`src/rtl/regfile_reader.sv`:
```
// Burst reader: turns (addr, len) commands into a stream of regfile read beats.
// Latency: first out_valid one cycle after acceptance, then one beat per cycle; done one cycle after the last handshake.
// Backpressure: a full output register with out_ready low holds out_data/out_last/raddr and stops loading.
// Optional feature macro: REGFILE_READER_SUM_EN adds a running modulo sum of the handshaked beats.
module regfile_reader #(
  parameter int DEPTH = 8,
  parameter int WIDTH = 16
) (
  input  logic             clk,
  input  logic             reset,
  input  logic             cmd_valid,
  output logic             cmd_ready,
  input  logic [DEPTH-1:0] cmd_addr,
  input  logic [DEPTH:0]   cmd_len,
  output logic [DEPTH-1:0] raddr,
  input  logic [WIDTH-1:0] rdata,
  output logic             out_valid,
  input  logic             out_ready,
  output logic [WIDTH-1:0] out_data,
  output logic             out_last,
  output logic             busy,
`ifdef REGFILE_READER_SUM_EN
  output logic [WIDTH-1:0] sum,
`endif
  output logic             done
);

  typedef enum logic [1:0] {
    S_IDLE  = 2'd0,
    S_READ  = 2'd1,
    S_FLUSH = 2'd2
  } state_t;

  localparam logic [DEPTH-1:0] LP_ADDR_ONE = {{(DEPTH-1){1'b0}}, 1'b1};
  localparam logic [DEPTH:0]   LP_LEN_ONE  = {{DEPTH{1'b0}}, 1'b1};

  state_t           r_state;
  state_t           w_state_nxt;
  logic [DEPTH-1:0] r_addr;
  logic [DEPTH:0]   r_remaining;
  logic             r_out_valid;
  logic [WIDTH-1:0] r_out_data;
  logic             r_out_last;
  logic             r_done;

  logic             w_accept;
  logic             w_len_zero;
  logic             w_rem_one;
  logic             w_load;
  logic             w_flush_done;
  logic             w_done_nxt;

  assign w_len_zero = (cmd_len == '0);
  assign w_rem_one  = (r_remaining == LP_LEN_ONE);

  // State register.
  always_ff @(posedge clk or negedge reset) begin
    if (!reset) begin
      r_state <= S_IDLE;
    end else begin
      r_state <= w_state_nxt;
    end
  end

  // Next-state decode plus the load/accept/complete strobes used by the datapath.
  always_comb begin
    w_state_nxt  = r_state;
    w_accept     = 1'b0;
    w_load       = 1'b0;
    w_flush_done = 1'b0;
    w_done_nxt   = 1'b0;
    cmd_ready    = 1'b0;
    busy         = 1'b1;
    case (r_state)
      S_IDLE: begin
        cmd_ready = 1'b1;
        busy      = 1'b0;
        if (cmd_valid) begin
          w_accept = 1'b1;
          if (w_len_zero) begin
            // Empty burst completes immediately: no beats, just the done pulse.
            w_done_nxt = 1'b1;
          end else begin
            w_state_nxt = S_READ;
          end
        end
      end
      S_READ: begin
        // Output register can take a new beat when empty or being drained this cycle.
        if (!r_out_valid || out_ready) begin
          w_load = 1'b1;
          if (w_rem_one) begin
            w_state_nxt = S_FLUSH;
          end
        end
      end
      S_FLUSH: begin
        // The register holds the last beat; its handshake ends the burst.
        if (r_out_valid && out_ready) begin
          w_flush_done = 1'b1;
          w_done_nxt   = 1'b1;
          w_state_nxt  = S_IDLE;
        end
      end
      default: begin
        w_state_nxt = S_IDLE;
      end
    endcase
  end

  // Address/length counters, output beat register and done pulse.
  always_ff @(posedge clk or negedge reset) begin
    if (!reset) begin
      r_addr      <= '0;
      r_remaining <= '0;
      r_out_valid <= 1'b0;
      r_out_data  <= '0;
      r_out_last  <= 1'b0;
      r_done      <= 1'b0;
    end else begin
      r_done <= w_done_nxt;
      if (w_accept && !w_len_zero) begin
        r_addr      <= cmd_addr;
        r_remaining <= cmd_len;
      end
      if (w_load) begin
        r_out_data  <= rdata;
        r_out_valid <= 1'b1;
        r_out_last  <= w_rem_one;
        // Natural overflow of the DEPTH-bit register gives the modulo wrap.
        r_addr      <= r_addr + LP_ADDR_ONE;
        r_remaining <= r_remaining - LP_LEN_ONE;
      end
      if (w_flush_done) begin
        r_out_valid <= 1'b0;
        r_out_last  <= 1'b0;
      end
    end
  end

`ifdef REGFILE_READER_SUM_EN
  logic [WIDTH-1:0] r_sum;

  // Running sum of handshaked beats; cleared on acceptance so it holds from done to the next command.
  always_ff @(posedge clk or negedge reset) begin
    if (!reset) begin
      r_sum <= '0;
    end else if (w_accept) begin
      r_sum <= '0;
    end else if (r_out_valid && out_ready) begin
      r_sum <= r_sum + r_out_data;
    end
  end

  assign sum = r_sum;
`endif

  assign raddr     = r_addr;
  assign out_valid = r_out_valid;
  assign out_data  = r_out_data;
  assign out_last  = r_out_last;
  assign done      = r_done;

endmodule

```
`config.mk`:
```
export PLATFORM = sky130hd
export DESIGN_NAME = regfile_reader
export DESIGN_NICKNAME = d
export VERILOG_FILES = /design/src/rtl/regfile_reader.sv
export SDC_FILE = /design/constraint.sdc
export NUM_CORES = 1
export LEC_CHECK = 0
export ABC_AREA = 1
export CAP_MARGIN = 25
export CELL_PAD_IN_SITES_DETAIL_PLACEMENT = 0
export CELL_PAD_IN_SITES_GLOBAL_PLACEMENT = 1
export CORE_UTILIZATION = 35
export DETAILED_ROUTE_END_ITERATION = 8
export PLACE_DENSITY = 0.94
export SYNTH_ARGS = -nofsm -noshare
export SYNTH_HDL_FRONTEND = slang
export SYNTH_SLANG_ARGS = --single-unit
```
`constraint.sdc`:
```
create_clock -name clk -period 2.35 [get_ports clk]
set_clock_uncertainty 0.15 [all_clocks]
set_input_delay 0.705 -clock clk [delete_from_list [all_inputs] [get_ports clk]]
set_output_delay 0.705 -clock clk [all_outputs]
set_load 0.02 [all_outputs]
```
[Word level (Yosys, flattened, before mapping)]
Cells that the tools add are included.
Word-level totals
  flip-flop bits (word level): 38
  bits of input ports: 37
  output and inout port bits: 29
  logic and storage cells: 52
Cells by class
  add/subtract/negate cells: 2
  equal/unequal tests: 8
  mux-type cells: 25
  reduce and logical (&&, ||, !) cells: 10
Operators with widths (count)
  9-bit two-way mux: 2
  8-bit two-way mux: 2
  1-bit two-way mux: 14
  2-bit two-way mux: 5
  2-bit inequality test (second input constant): 5
  9-bit by 1-bit equality test with 1-bit output (second input constant): 1
  9-bit logical NOT: 1
  9-bit by 1-bit subtractor with 9-bit output (second input constant): 1
  8-bit by 1-bit adder with 8-bit output (second input constant): 1
  2-bit one-hot mux with 3 select lines: 1
  5-bit AND reduction: 1
  2-bit nonzero test: 2
  2-bit by 1-bit equality test with 1-bit output (second input constant): 1
  2-bit equality test (second input constant): 1
  1-bit logical AND: 2
  1-bit logical NOT: 2
  2-bit logical NOT: 1
  1-bit one-hot mux with 2 select lines: 1
  1-bit logical OR: 1

[Longest topological paths before layout]
  depth after elaboration: 6
  mapped depth: 9
  depth with buffers taken out: 8

[Worst setup path after synthesis]
Ideal clock, no wire load.
  kind: input -> register
  start: input port cmd_len[2]
  end: register r_addr[4], in the netlist raddr[4]
  setup time: 0.118 ns
  data arrival time: 1.540 ns
  data required time: 2.082 ns
  setup slack: 0.542 ns
  cell stages on the path: 8
  path buffers: 1
  path through: or2_4 > nor2_4 > nand2_4 > nand2_8 > nand2_4 > buf_6 > nand2_1 > o21ai_2
On the way
  cells in the longest elaborated chain, start to end: 4
RTL lines
  start: declaration: line 14  | input logic [DEPTH:0] cmd_len,
  9-bit logical NOT: line 53  | assign w_len_zero = (cmd_len == '0);
  1-bit logical NOT: line 122  | if (w_accept && !w_len_zero) begin
  1-bit logical AND: line 122
  2-bit nonzero test (no source line)
  end signal: assignment: line 123  | r_addr <= cmd_addr;
  end signal: assignment: line 131  | r_addr <= r_addr + LP_ADDR_ONE;
  end: declaration: line 39  | logic [DEPTH-1:0] r_addr;
No other way between the ends.
A chain may end at the register's enable or synchronous reset.

[Worst setup path in the final report]
  start: register r_addr[2], in the netlist raddr[2]
  end: output port raddr[2]
RTL lines
  end: declaration: line 15  | output logic [DEPTH-1:0] raddr,
No word-level cell between the ends.

==> impl_metrics.ini <==
[outcome]
status = finished clean

[worst_setup_path]
rr_startpoint = r_state[1]$_DFFE_PN0P_
crit_buf_inv = 1
worstSetupPathType = reg2out
critPathMaxStageDelay_ns = 0.65
path_cells = clkdlybuf4s50_1
cpLargestDelayFamily = buffers and inverters
arrival_ns = 1.41
path_depth = 1
cp_max_fo = 7
reg2reg_depth = 9
end_kind = output port
cp-start-kind = flop
critical_path_required_ns = 1.49
rrSetupSlack_ns = 0.81
worst_path_max_delay_cell = clkdlybuf4s50_1
r2r-end = r_remaining[1]$_DFFE_PN0P_

[clock_tree]
cts_max_path_buffers = 2
clk_transition_reported_paths_ns = 0.08
cts_sinks = 38
clk-insertion-delay-late_ns = 0.30
cts_tree = done
numCtsBuffers = 5
cts_hold_buf = 0
cts_max_level = 2
root_buffer = clkbuf_8

[logic_synthesis]
synth_area_um2 = 2105
synth_most_common_cell = nand2_1
seq_area_frac_synth_pct = 45.18
synth_area_leaders = dfrtp_1, nand2_1, nand3_1, inv_1, nor2_1
ys.flop_type = dfrtp_1
synth_nets = 318
synth_enable_flop_cells = 0
yosysTopAreaCell = dfrtp_1
ys_top_cells_by_count = nand2_1, nand3_1, dfrtp_1
synthArstFlopShare_pct = 100.0
synth.distinct_cells = 26
synth_cells = 278
synth_top_area_share_pct = 45.18
syn_avg_cell_area_um2 = 7.570
yosysWarnings = 0
synth-seq-cells = 38

[route]
via_count = 1975
vias_per_cell = 4.691
wl_per_cell_um = 12.20
postRouteAntennaNets = 0
drt_iter0_drc = 133
drc = 0
routed_wirelength_mm = 5.135
drt_first_pass_iters = 4

[timing]
period_needed_ns = 2.268
period_share_pct = 96.52
tns_ns = 0
relSlewSlack_pct = 67.03
setup_viol = 0
layout_setup_ws_ns = 0.08188
rsz0062_at_grt = false
finalHoldViolCount = 0
drv_slew = 0
max_freq_mhz = 440.9
tightest_slew_ns = 0.4946

[finish]
fillers = 539
nNetsFinal = 388
drive_gt1_share_pct = 9.456
antenna_cells = 0
syn_to_final_growth_pct = 41.91

[floorplanning]
coreArea_um2 = 5642
die-width_um = 79.54
dieArea_um2 = 6327
fp.dieH_um = 79.54
initial_core_util_pct = 37.30
rows = 27
ios = 66

[power]
p_per_area_nw_per_um2 = 1082
ir_worst_vdd_mv = 0.4614
leakage_nw = 1.472

[hold_path]
hp-class = in2async

[global_routing]
grt_max_degree = 39
grt_util_all_layers_pct = 17.97
antenna_found_initial = 0
grt_pass1_wl_mm = 8.901
grt_pass1_vias = 1931
grt_overflow = 0

[place]
finalWeightedCongestion = 0.8426
hpwlAfterDp_mm = 3.709
place_ws_ns = 0.009141
io_buffers = 65

[flow_run]
cap_violations = 0
## logic make-up (layout without fill, tap and decap cells)
family                   count (synthesis)  in the layout  synth area share (%)
AO/OA/AOI/OAI                           13             13                 4.162
AND/OR/NAND/NOR                        191            191                 41.20
adder cells (fa/ha/maj)                  3              3                 1.784
flip-flops                              38             38                 45.18
buffers and inverters                   33            104                 7.669
## report_power, final
part           internal, mW  switching (mW)
Combinational         0.632           0.805
Clock                 0.453           0.245
Sequential            0.875           0.223
Total                  1.96            1.27
## final cells by class
type,count,area (um^2),area share [%]
multi-input cells,207,992.2,33.22
flip-flops and latches,38,950.9,31.84
repair buffers,72,720.7,24.13
inverters,24,90.09,3.016
well taps,72,90.09,3.016
clock buffers,6,82.58,2.765
clock inverters,2,60.06,2.011
## registers in the layout (all words and copies together), names as in the netlist
signal,flops
r_remaining,9
out_data,16
r_state,2
raddr,8
done,1
out_last,1
out_valid,1
## routing by layer
layer	GRT usage (%)	wire length, um
met1	23.15	2414
met4	4.364	52
met2	28.72	2235
met5	0	0
met3	6.171	432
## per-stage QoR
stage	total power, mW	util [%]	hold WS (ns)	std cells	cell area, um^2
after floorplan	1.973	-	0.2594	278	2105
after global placement	2.541	50.45	0.3023	413	2846
after detailed placement	2.554	50.45	0.3120	413	2846
after CTS	3.255	52.94	0.3315	421	2987
after global routing	3.485	52.94	0.3499	421	2987
final	3.233	52.94	0.3116	421	2987
## cells in the final DEF (no fill, tap or decap), drive strengths merged, types with 3 or more instances in the layout
master and n:
nand3 44, or2 5, nand2 111, o21ai 10, clkdlybuf4s50 62, nor2 23, inv 24, nand4 4
ha 3, dfrtp 38, clkbuf 6, nor3 4, buf 8
## worst max-delay path by stage
stage                                    start                          to
after detailed placement            cmd_len[2]        raddr[4]$_DFFE_PN0P_
after global routing      raddr[2]$_DFFE_PN0P_                    raddr[2]
final                     raddr[2]$_DFFE_PN0P_                    raddr[2]
after CTS                 raddr[2]$_DFFE_PN0P_                    raddr[2]
after floorplan                     cmd_len[2]        raddr[4]$_DFFE_PN0P_
after global placement              cmd_len[8]  r_remaining[1]$_DFFE_PN0P_
## what timing repair did
item	CTS	global route
gates resized for setup	2	0
endpoints found under the hold margin	0	0
endpoints found under the setup margin	2	0
setup buffers	0	0
(Power assumes the default switching activity.)
